**config.mk**
```make
export PLATFORM = sky130hd
export DESIGN_NAME = fib_sequencer_flat
export DESIGN_NICKNAME = d
export VERILOG_FILES = /design/src/rtl/fib_pkg.sv /design/src/rtl/fib_sequencer_if.sv /design/src/rtl/fib_result_fifo.sv /design/src/rtl/fib_sequencer.sv /design/src/flat_wrapper.sv
export SDC_FILE = /design/constraint.sdc
export NUM_CORES = 1
export LEC_CHECK = 0
export ABC_AREA = 1
export BUFFER_PORTS_ARGS = -buffer_cell sky130_fd_sc_hd__buf_4
export CORE_MARGIN = 3
export CORE_UTILIZATION = 53
export CTS_CLUSTER_DIAMETER = 60
export DETAILED_ROUTE_END_ITERATION = 8
export PLACE_DENSITY = 0.82
export SKIP_LAST_GASP = 1
export SYNTH_ARGS = -nofsm -noshare
export SYNTH_HDL_FRONTEND = slang
export SYNTH_SLANG_ARGS = --single-unit
export TNS_END_PERCENT = 100
```
**constraint.sdc**
```tcl
create_clock -name clk -period 3.1 [get_ports clk]
set_clock_uncertainty 0.05 [all_clocks]
set_input_delay 0.465 -clock clk [delete_from_list [all_inputs] [get_ports clk]]
set_output_delay 0.465 -clock clk [all_outputs]
set_load 0.01 [all_outputs]
```
**src/rtl/fib_pkg.sv**
```systemverilog
// Shared types for the Fibonacci run sequencer: FSM states, overflow limit and result entry.
package fib_pkg;

  // Largest index whose Fibonacci value fits in 32 bits.
  localparam int FIB_MAX_IDX32 = 47;
  localparam int FIB_N_W_DEF   = 8;
  localparam int FIB_F_W_DEF   = 32;

  typedef enum logic [2:0] {
    IDLE,
    ISSUE,
    WAIT,
    WAIT2,
    PUSH
  } fib_state_e;

  typedef struct packed {
    logic [FIB_N_W_DEF-1:0] num;
    logic [FIB_F_W_DEF-1:0] fib;
    logic                   err;
  } fib_entry_t;

endpackage

```
**src/rtl/fib_sequencer_if.sv**
```systemverilog
// Core-side and result-side signal bundle of fib_sequencer; master is the sequencer.
interface fib_sequencer_if #(
  parameter int N_W = 8,
  parameter int F_W = 32
);
  logic [N_W-1:0] core_num;
  logic           core_start;
  logic [F_W-1:0] core_fib;
  logic           core_done;

  logic           res_valid;
  logic           res_ready;
  logic [N_W-1:0] res_num;
  logic [F_W-1:0] res_fib;
  logic           res_err;

  modport master (
    output core_num, core_start,
    input  core_fib, core_done,
    output res_valid, res_num, res_fib, res_err,
    input  res_ready
  );

  modport slave (
    input  core_num, core_start,
    output core_fib, core_done,
    input  res_valid, res_num, res_fib, res_err,
    output res_ready
  );
endinterface

```
**src/rtl/fib_result_fifo.sv**
```systemverilog
// Synchronous result FIFO; head is shown combinationally and forced to zero while empty.
module fib_result_fifo
  import fib_pkg::*;
#(
  parameter int  DEPTH   = 4,
  parameter type entry_t = fib_entry_t
) (
  input  logic   clk,
  input  logic   rst,
  input  logic   push,
  input  logic   pop,
  input  entry_t wdata,
  output entry_t rdata,
  output logic   full,
  output logic   empty
);
  localparam int AW = $clog2(DEPTH);

  entry_t        mem [DEPTH];
  logic [AW:0]   wr_ptr;
  logic [AW:0]   rd_ptr;
  logic          do_push;
  logic          do_pop;

  // Extra MSB on each pointer distinguishes full from empty when the indices match.
  assign empty   = (wr_ptr == rd_ptr);
  assign full    = (wr_ptr[AW] != rd_ptr[AW]) && (wr_ptr[AW-1:0] == rd_ptr[AW-1:0]);
  assign do_pop  = pop && !empty;
  assign do_push = push && (!full || do_pop);
  assign rdata   = empty ? '0 : mem[rd_ptr[AW-1:0]];

  always_ff @(posedge clk) begin
    if (rst) begin
      wr_ptr <= '0;
      rd_ptr <= '0;
    end else begin
      if (do_push) wr_ptr <= wr_ptr + 1'b1;
      if (do_pop)  rd_ptr <= rd_ptr + 1'b1;
    end
  end

  always_ff @(posedge clk) begin
    if (do_push) mem[wr_ptr[AW-1:0]] <= wdata;
  end

endmodule

```
**src/rtl/fib_sequencer.sv**
```systemverilog
// Walks indices first..last through an external Fibonacci core and queues {n, fib, err}.
// Optional FIB_OVERFLOW_CHECK_EN: indices above FIB_MAX_IDX32 skip the core and report err.
module fib_sequencer
  import fib_pkg::*;
#(
  parameter int N_W   = 8,
  parameter int F_W   = 32,
  parameter int DEPTH = 4
) (
  input  logic           clk,
  input  logic           rst,
  input  logic [N_W-1:0] cfg_first,
  input  logic [N_W-1:0] cfg_last,
  input  logic           go,
  output logic           busy,
  fib_sequencer_if.master bus
);

`ifdef FIB_OVERFLOW_CHECK_EN
  localparam bit OVF_EN = 1'b1;
`else
  localparam bit OVF_EN = 1'b0;
`endif

  typedef struct packed {
    logic [N_W-1:0] num;
    logic [F_W-1:0] fib;
    logic           err;
  } entry_t;

  fib_state_e     state;
  logic [N_W-1:0] n;
  logic [N_W-1:0] n_inc;
  logic [N_W-1:0] last_q;
  logic [F_W-1:0] fib_q;
  logic           err_q;
  logic           start_q;

  entry_t         wr_entry;
  entry_t         rd_entry;
  logic           fifo_full;
  logic           fifo_empty;
  logic           pop_fire;
  logic           can_push;
  logic           push_fire;

  function automatic logic is_ovf(input logic [N_W-1:0] idx);
    return OVF_EN && (32'(idx) > 32'(FIB_MAX_IDX32));
  endfunction

  assign n_inc     = n + 1'b1;
  assign pop_fire  = !fifo_empty && bus.res_ready;
  // A pop in the same cycle frees a slot, so a full FIFO still accepts the push.
  assign can_push  = !fifo_full || pop_fire;
  assign push_fire = (state == PUSH) && can_push;

  assign wr_entry.num = n;
  assign wr_entry.fib = fib_q;
  assign wr_entry.err = err_q;

  always_ff @(posedge clk) begin
    if (rst) begin
      state   <= IDLE;
      busy    <= 1'b0;
      start_q <= 1'b0;
      n       <= '0;
      last_q  <= '0;
      fib_q   <= '0;
      err_q   <= 1'b0;
    end else begin
      case (state)
        IDLE: begin
          if (go && (cfg_first <= cfg_last)) begin
            n       <= cfg_first;
            last_q  <= cfg_last;
            start_q <= !is_ovf(cfg_first);
            busy    <= 1'b1;
            state   <= ISSUE;
          end
        end
        ISSUE: begin
          start_q <= 1'b0;
          if (is_ovf(n)) begin
            fib_q <= '0;
            err_q <= 1'b1;
            state <= PUSH;
          end else begin
            state <= WAIT;
          end
        end
        // core_done may still be high from the previous index for this one cycle.
        WAIT: state <= WAIT2;
        WAIT2: begin
          if (bus.core_done) begin
            fib_q <= bus.core_fib;
            err_q <= 1'b0;
            state <= PUSH;
          end
        end
        PUSH: begin
          if (can_push) begin
            // Compare before incrementing so last = all-ones ends without wrapping.
            if (n == last_q) begin
              busy  <= 1'b0;
              state <= IDLE;
            end else begin
              n       <= n_inc;
              start_q <= !is_ovf(n_inc);
              state   <= ISSUE;
            end
          end
        end
        default: begin
          busy  <= 1'b0;
          state <= IDLE;
        end
      endcase
    end
  end

  assign bus.core_num   = n;
  assign bus.core_start = start_q;

  fib_result_fifo #(
    .DEPTH   (DEPTH),
    .entry_t (entry_t)
  ) u_fifo (
    .clk   (clk),
    .rst   (rst),
    .push  (push_fire),
    .pop   (pop_fire),
    .wdata (wr_entry),
    .rdata (rd_entry),
    .full  (fifo_full),
    .empty (fifo_empty)
  );

  assign bus.res_valid = !fifo_empty;
  assign bus.res_num   = rd_entry.num;
  assign bus.res_fib   = rd_entry.fib;
  assign bus.res_err   = rd_entry.err;

endmodule
```
**src/flat_wrapper.sv**
```systemverilog
// flat-port wrapper written by rule: the top's interface ports become plain ports
module fib_sequencer_flat import fib_pkg::*;
#(
  parameter int N_W   = 8,
  parameter int F_W   = 32,
  parameter int DEPTH = 4
)
  (clk, rst, cfg_first, cfg_last, go, busy, bus_core_num, bus_core_start, bus_core_fib, bus_core_done, bus_res_valid, bus_res_num, bus_res_fib, bus_res_err, bus_res_ready);
  fib_sequencer_if #(.N_W(N_W), .F_W(F_W)) bus_i ();
  input  logic clk;
  input  logic rst;
  input  logic [N_W-1:0] cfg_first;
  input  logic [N_W-1:0] cfg_last;
  input  logic go;
  output logic busy;
  output wire logic [$bits(bus_i.core_num)-1:0] bus_core_num;
  output wire logic [$bits(bus_i.core_start)-1:0] bus_core_start;
  input wire logic [$bits(bus_i.core_fib)-1:0] bus_core_fib;
  input wire logic [$bits(bus_i.core_done)-1:0] bus_core_done;
  output wire logic [$bits(bus_i.res_valid)-1:0] bus_res_valid;
  output wire logic [$bits(bus_i.res_num)-1:0] bus_res_num;
  output wire logic [$bits(bus_i.res_fib)-1:0] bus_res_fib;
  output wire logic [$bits(bus_i.res_err)-1:0] bus_res_err;
  input wire logic [$bits(bus_i.res_ready)-1:0] bus_res_ready;
  assign bus_core_num = bus_i.core_num;
  assign bus_core_start = bus_i.core_start;
  assign bus_i.core_fib = bus_core_fib;
  assign bus_i.core_done = bus_core_done;
  assign bus_res_valid = bus_i.res_valid;
  assign bus_res_num = bus_i.res_num;
  assign bus_res_fib = bus_i.res_fib;
  assign bus_res_err = bus_i.res_err;
  assign bus_i.res_ready = bus_res_ready;
  fib_sequencer #(.N_W(N_W), .F_W(F_W), .DEPTH(DEPTH)) u_core (.clk(clk), .rst(rst), .cfg_first(cfg_first), .cfg_last(cfg_last), .go(go), .busy(busy), .bus(bus_i));
endmodule
```
After elaboration in Yosys (flattened, before gate mapping):

Memory sizes are Yosys's and may differ from the RTL's. A register that Yosys moved wholly into a read port is not among the register bits.
Index checks and enable logic that the tools add are counted.

* register bits: 59
* bits in writable memories: 160
* output and inout bits: 52
* word-level logic and storage cells: 68
* memories: 1

Memories
* u_core.u_fifo.mem: depth 4, width 40, read ports 1, clocked after memory_dff 1, write ports 1, line fib_result_fifo.sv:19 `entry_t mem [DEPTH];`

* add/sub/neg operators: 3
* magnitude comparators: 1
* equal/unequal tests: 13
* muxes and demuxes: 21
* bitwise gates (word level): 1
* reduce and logical (&&, ||, !) cells: 20

Operators with widths (number)
* 41-bit two-way mux: 1
* 8-bit two-way mux: 3
* 8-bit case mux with 2 select lines: 1
* 3-bit case mux with 5 select lines: 1
* 4-bit AND reduction: 3
* 3-bit two-way mux: 3
* 8-bit by 1-bit adder with 8-bit output (second input constant): 1
* 8-bit equality test: 1
* 8-bit less-or-equal comparator: 1
* 1-bit two-way mux: 8
* 3-bit by 1-bit adder with 3-bit output (second input constant): 2
* 3-bit by 2-bit equality test with 1-bit output (second input constant): 2
* 1-bit logical AND: 6
* 2-bit != test (second input constant): 3
* 1-bit case mux with 3 select lines: 2
* 2-bit two-way mux: 2
* 2-bit by 1-bit != test with 1-bit output (second input constant): 2
* 2-bit AND reduction: 2
* 3-bit by 1-bit equality test with 1-bit output (second input constant): 1
* 3-bit equality test: 1
* 3-bit equality test (second input constant): 1
* 3-bit logical NOT: 1
* 3-bit AND reduction: 1
* 3-bit nonzero test: 1
* 7 further kinds: 9

Depth between registers and ports, before layout:

Gate-level depths: netlist of run 1.

* word-level depth: 8
* depth in mapped cells: 17
* depth with buffers taken out: 16

Hierarchy:

A second synthesis of run 1 with hierarchy kept.

* cells, all modules: 928
* area total of the unflattened synthesis: 9494.1 µm²

Modules (own cells, without submodules)
* fib_result_fifo: instances 1, cells an instance 548, area each 6899.1 µm², seq. area each 5084.9 µm²
* fib_sequencer: instances 1, cells an instance 380, area each 2595.0 µm², seq. area each 1061.0 µm²

Least setup slack after synthesis of run 1:

OpenSTA, ideal clock, no wires.

* kind: register to register
* start: register u_core.u_fifo.wr_ptr[0]
* end: memory u_core.u_fifo.mem[0][0] in the netlist's numbering, enable pin
* library setup time: 0.437 ns
* data arrival time: 2.573 ns
* data required time: 2.613 ns
* slack: 0.039 ns
* cell stages (with the launch flop): 7
* buffers on the path: 0
* period minus slack after synthesis: 3.061 ns
* path through: dfxtp_1 inv_2 nor2_1 nor3_4 nand2_1 nand2_2 nor2_1

* longest elaborated chain between the ends: 8

Ends and longest elaborated chain
* start: declaration: line fib_result_fifo.sv:20 `logic [AW:0] wr_ptr;`
* start signal: assignment: line fib_result_fifo.sv:37 `if (do_push) wr_ptr <= wr_ptr + 1'b1;`
* 3-bit equality test or 2-bit equality test (tied branches): line fib_result_fifo.sv:26, fib_result_fifo.sv:27
* 1-bit logical NOT or 1-bit logical AND (tied branches): line fib_result_fifo.sv:28, fib_sequencer.sv:52, fib_result_fifo.sv:27
* 1-bit logical AND or 1-bit logical NOT (tied branches): line fib_sequencer.sv:52, fib_result_fifo.sv:29, fib_sequencer.sv:54
* 1-bit logical OR or 1-bit logical AND (tied branches): line fib_sequencer.sv:54, fib_result_fifo.sv:28
* 1-bit logical AND or 1-bit logical OR (tied branches): line fib_sequencer.sv:55, fib_result_fifo.sv:29
* 1-bit logical AND: line fib_result_fifo.sv:29 `assign do_push = push && (!full || do_pop);`
* 1-bit two-way mux: line fib_result_fifo.sv:43 `if (do_push) mem[wr_ptr[AW-1:0]] <= wdata;`
* 1-bit two-way mux (implied by the code): line fib_result_fifo.sv:43
* end: declaration: line fib_result_fifo.sv:19

Parallel ways exist; a longest one is shown, timed or not.

Worst setup path in the final report of run 1:

* start: register u_core.u_fifo.wr_ptr[1]
* end: output bus_res_fib[9]

* longest elaborated chain between the ends: 2

Ends and longest elaborated chain
* 3-bit equality test: line fib_result_fifo.sv:26 `assign empty = (wr_ptr == rd_ptr);`
* 41-bit two-way mux: line fib_result_fifo.sv:30 `assign rdata = empty ? '0 : mem[rd_ptr[AW-1:0]];`
* end: declaration: line flat_wrapper.sv:22 `output wire logic [$bits(bus_i.res_fib)-1:0] bus_res_fib;`

Every way passes these cells.

==> metrics.txt, run 1 <==
Worst-path clk slew=around 0.060 ns; most common cell after layout, fill and taps aside=edfxtp_1; Total GRT Usage=0.2012; Tmin final=about 2.8 ns; Syn. warnings=0; Final Non-Filler Cells=between 1000 and 1500; top-level port count=between 100 and 150; worst vdd ir=between 0.4 and 0.5 mV; Slew @ Worst Pin=0.7555 ns; vias in the first global route=6316; cell taking the most area after synthesis=edfxtp_1; top post-synthesis cells by area=edfxtp_1 (52%), dfxtp_1 (13%), nor2_1 (6.0%), nand2_1 (5.2%), o32ai_1 (3.8%); Die Ht=around 140 um; Worst Path Max Fanout=29; most used cell, CP=buf_4; DRT Pass-1 Iters=5; Post-synth EDFFs=between 150 and 200; post-synth top area share=0.5188; Cell Rows=47; hold buffer count at cts=0; Antenna Cells=0; Arr. time, crit path=around 2.3 ns; Die W=between 100 and 150 um; GP Congestion=around 0.80; critical path type=flop to output port; routed len/inst=16.46 um; Vias/cell=approximately 5.5; postcts setup bufs=0; antenna violations before repair=0; Synth Register Bits=approximately 220; Cells after Synth=around 900; number of port buffers=103; Layout fillers=1277; Post-synth ARST share=0; share of layout cells above drive strength 1=0.1816; ys flop type=edfxtp_1; Setup WS pre-CTS=between 0.7 and 0.8 ns; clk buf depth=3; Hold WS=0.1941 ns; max incr delay on CP=between 0.4 and 0.5 ns; CTS tree=done; Die Area=approximately 19000 um^2; Slowest-stage cell, CP=nand2_2; PwrDens=676.9 nW/um^2; FMAX=around 350 MHz; initial core utilization=0.5507; unrepaired setup endpoints after global routing=no; largest net degree at the start of global routing=53; dpl hpwl=12180 um; syn nets=about 950; FF+latch area=about 6000 um^2; crit path launch type=flop; sequential area share after synthesis=0.6506; Leak=4.128 nW; post-CTS sizing=0; clk sink count=221; total power=around 7.5 mW; multi-input logic area=approximately 2700 um^2; total CTS buffers=22; status=complete, no violations; Worst Setup End Kind=output port; Placed Cells=between 1000 and 1500; # setup viols final=0; First DRT Iteration DRCs=480; crit-path cells=xor2_1 -> nor3_4 -> nand2_2 -> buf_4 -> nand2_1 -> inv_1 -> buf_4; DRC Markers=0; final hold violations=0; DRT antenna net count=0; most frequent cells in the layout=edfxtp_1 (160), nor2_1 (144), nand2_1 (127); total negative setup slack=0 ns; Mapped Area=9261 um^2; first-pass GRT wire length=between 30000 and 40000 um; Root Driver=clkbuf_16; Crit path required time=2.58 ns; WL final=~20000 um; Tcrit/Tclk final=0.9139; average size of a mapped cell=about 10 um^2; Core Footprint=about 17000 um^2; count of cell types in the netlist=34; Setup WS post-layout=roughly 0.27 ns; Nets=1042; Area Growth Syn to Fin=18.98%; maxcap violations=0; Slew Viols, Final=0; vias post-DR=approximately 6600; global route overflow=0; clk_lat worst skew=0.50 ns; Max-slew headroom=0.4964; CTS H-tree depth=1; HP Class=primary input to flop
[power by group]
part	switching, mW	internal (mW)	leakage [nW]
clock network	1.06	1.61	0.344
logic	0.826	0.598	2.02
registers	0.128	3.24	1.76
[flip-flops by register name (all words and copies together), names as in the netlist, named ones only]
name,count
u_core.state,3
u_core.u_fifo.mem,160
u_core.busy,1
u_core.u_fifo.wr_ptr,3
u_core.u_fifo.rd_ptr,3
u_core.bus.core_num,8
u_core.bus.core_start,1
u_core.fib_q,32
u_core.last_q,8
[cell type report]
cell class	instances	share of cell area
Clock buffer	28	0.05393
Clock inverter	12	0.01238
Tap cell	220	0.02498
Multi-Input combinational cell	528	0.2476
Timing Repair Buffer	116	0.08471
Sequential cell	221	0.5471
Inverter	86	0.02929
[Yosys cell counts, drive strengths merged (3+ instances only)]
library cell / instances
nor3: 3
nand4: 4
clkbuf: 39
nand2: 134
o31ai: 3
edfxtp: 160
nand3: 41
ha: 14
o32ai: 40
inv: 85
xnor2: 10
nor2: 157
o21ai: 56
dfxtp: 61
buf: 12
xor2: 3
a21oi: 58
[worst max-delay path: cells and delay by family, from the launching register on]
kind | cells | cell delay (ns)
flops | 1 | 0.40
xor+xnor | 1 | 0.26
buf+inv | 3 | 0.51
simple gates | 3 | 0.64
[layer usage]
metal / vias up / part of all wire / global-route usage
met3: 29 / 0.061 / 0.03384
met4: 0 / 0.016 / 0.04420
met1: 3154 / 0.43 / 0.2720
li1: 3212 / - / -
met2: 212 / 0.49 / 0.3458
met5: - / 0 / 0
[final timing paths]
check | startpoint | endpoint | slack [ns] | depth (start not counted)
worst max-delay path | u_core.u_fifo.wr_ptr[1] | bus_res_fib[9] | 0.27 | 7
worst min register to register | u_core.last_q[0] | u_core.last_q[0] | 0.41 | 2
worst max register to register | u_core.state[1] | u_core.u_fifo.wr_ptr[2] | 0.83 | 9
worst min-delay path | bus_core_fib[17] | u_core.fib_q[17] | 0.19 | 3
[per-stage QoR]
stage          utilization  cell area [um^2]
6_report            0.6552             11020
5_1_grt             0.6552             11020
4_1_cts             0.6552             11020
3_5_place_dp        0.6117             10290
3_3_place_gp        0.6117             10290
2_1_floorplan            -              9261
[cells by family after synthesis]
group	after synthesis	synth area share
AND/OR/NAND/NOR	341	0.1554
flip-flops	221	0.6506
other	1	0.0004049
multiplexers	1	0.001081
AO/OA/AOI/OAI	158	0.1027
XOR/XNOR	13	0.01229
adder cells (fa/ha/maj)	14	0.01891
buffers and inverters	137	0.05863
No activity file was read; power rests on OpenSTA's default activity.
==> run 2: changes to the inputs <==
- CORE_ASPECT_RATIO: default -> 1.2
==> run 2 against run 1 <==
Net effect: non-clock buffer count up 5; final area is 0.49% lower; combinational power about the same; global-route usage about the same; worst setup slack worse by 0.0032 ns; clock-buffer cell count down 3; final cell count about the same; fmax shrank 0.11%; register-to-register slack better by 0.18 ns; hold slack better by 0.00095 ns; total power fell by 3.2%.
==> metrics.txt, run 2 (synthesis results as in run 1) <==
status=complete, no violations; First DRT Iteration DRCs=529 (+10%); total negative setup slack=0 ns (unchanged); worst vdd ir=0.4628 mV (+7.3%); number of port buffers=103 (unchanged); Reg2Reg Launch Point=u_core.u_fifo.wr_ptr[2]; Hold Startpoint=bus_core_fib[19]; multi-input logic area=2729 um^2 (unchanged); Worst Setup End Kind=output port; unrepaired setup endpoints after global routing=no; Setup WS post-layout=0.2636 ns (-0.003231 ns); crit-path cells=inv_2 -> buf_4 -> nor2_1 -> o32ai_1 -> nand2_1 -> inv_1 -> buf_4; crit path launch type=flop; largest net degree at the start of global routing=39 (-26%); final hold violations=0 (unchanged); WL final=19330 um (-3.1%); worst r2r path cells=6 (-3); most used cell, CP=buf_4; Hold Path End=u_core.fib_q[19]; R2R setup slack=1.01 ns (+0.18 ns); CTS H-tree depth=1 (unchanged); Max-slew headroom=0.5480 (+0.05169); max FFs per register=160 (unchanged); Die Ht=150.8 um (+9.1%); Die Area=19100 um^2 (about the same); top-level port count=105 (unchanged); Slowest-stage cell, CP=dfxtp_2; PwrDens=658.6 nW/um^2 (-2.7%); postcts setup bufs=0 (unchanged); Worst Path Max Fanout=26 (-10%); max incr delay on CP=0.44 ns (-0.05 ns); Crit path required time=2.58 ns (about the same); Leak=4.131 nW (about the same); Antenna Cells=0 (unchanged); clk buf depth=3 (unchanged); # setup viols final=0 (unchanged); HP Class=primary input to flop; Util after Layout=0.6457 (-0.009444); DRC Markers=0 (unchanged); Root Driver=clkbuf_16; maxcap violations=0 (unchanged); Setup WS pre-CTS=0.8118 ns (+0.02167 ns); Tmin final=2.836 ns (+0.003231 ns); Slew @ Worst Pin=0.6757 ns (-0.07973 ns); FMAX=352.6 MHz (-0.11%); Total GRT Usage=0.2015 (+0.0003064); Slew Viols, Final=0 (unchanged); DRT Pass-1 Iters=5 (unchanged); global route overflow=0 (unchanged); total CTS buffers=21 (-4.5%); Layout fillers=1287 (+0.78%); Die W=126.7 um (-8.3%); clk_lat worst skew=0.49 ns (about the same); vias post-DR=6631 (+0.36%); Tcrit/Tclk final=0.9150 (+0.001042); FF+latch area=6028 um^2 (unchanged); most common cell after layout, fill and taps aside=edfxtp_1; initial core utilization=0.5454 (-0.005275); Cell Rows=52 (+11%); Vias/cell=5.480 (+0.45%); most frequent cells in the layout=edfxtp_1 (160), nor2_1 (144), nand2_1 (127); Area Growth Syn to Fin=18.40%; CTS tree=done; Arr. time, crit path=2.32 ns (about the same); Core Footprint=16980 um^2 (+0.97%); dpl hpwl=12170 um (-0.15%); critical path type=flop to output port; R2R Path End=u_core.u_fifo.mem[1][8]; routed len/inst=15.97 um (-3.0%); share of layout cells above drive strength 1=0.1891 (+0.007500); hold buffer count at cts=0 (unchanged); antenna violations before repair=0 (unchanged); DRT antenna net count=0 (unchanged); GP Congestion=0.8161 (+1.9%); Hold Path Depth=3 (unchanged); first-pass GRT wire length=31130 um (-2.4%); clk sink count=221 (unchanged); vias in the first global route=6468 (+2.4%); Worst-path clk slew=0.06 ns (about the same); Nets=1046 (+0.38%); post-CTS sizing=0 (unchanged)
## run 2: routing by layer
| layer | routed length, um | share of wire | track usage |
|---|---|---|---|
| met3 | 1140 | 0.059 | 0.02610 |
| met2 | 9697 | 0.50 | 0.3506 |
| met1 | 7885 | 0.41 | 0.2556 |
| met5 | 0 | 0 | 0 |
| met4 | 604 | 0.031 | 0.08423 |
## run 2: layout make-up
cell class / count / share of cell area
Sequential cell: 221 / 0.5497
Multi-Input combinational cell: 528 / 0.2489
Timing Repair Buffer: 121 / 0.08626
Clock buffer: 25 / 0.05203
Inverter: 86 / 0.02944
Tap cell: 216 / 0.02465
Clock inverter: 13 / 0.009014
## run 2: critical path: cells and delay by family, from the launching register on
kind            cells  cell delay (ns)
buf+inv             4             0.93
simple gates        2             0.17
flops               1             0.44
compound gates      1             0.28
## run 2: worst max-delay path by stage
stage                            startpoint  depth (start not counted)                      end  slack (ns)
floorplan           u_core.u_fifo.wr_ptr[0]                          6  u_core.u_fifo.mem[0][0]        0.04
finish                                 flop                          7          bus_res_fib[21]        0.26
global placement                       flop                          7           bus_res_fib[3]        0.85
global route                           flop                          7           bus_res_fib[3]        0.06
detailed placement                     flop                          7          bus_res_fib[21]        0.81
CTS                                    flop                          7          bus_res_fib[21]        0.22
## run 2: per-stage QoR
stage | hold slack, ns | cell area, um^2 | power [mW] | std cells
after floorplan | 0.3871 | 9261 | 4.265 | 886
after global placement | 0.3964 | 10300 | 4.830 | 1172
after detailed placement | 0.4014 | 10300 | 4.862 | 1172
after CTS | 0.1862 | 10970 | 7.271 | 1210
after global routing | 0.1912 | 10970 | 7.548 | 1210
final | 0.1951 | 10970 | 7.222 | 1210
## run 2: power breakdown
group | leakage [nW] | switching [mW] | internal, mW
combinational | 2.04 | 0.822 | 0.597
clock | 0.331 | 1.03 | 1.40
sequential | 1.76 | 0.130 | 3.24
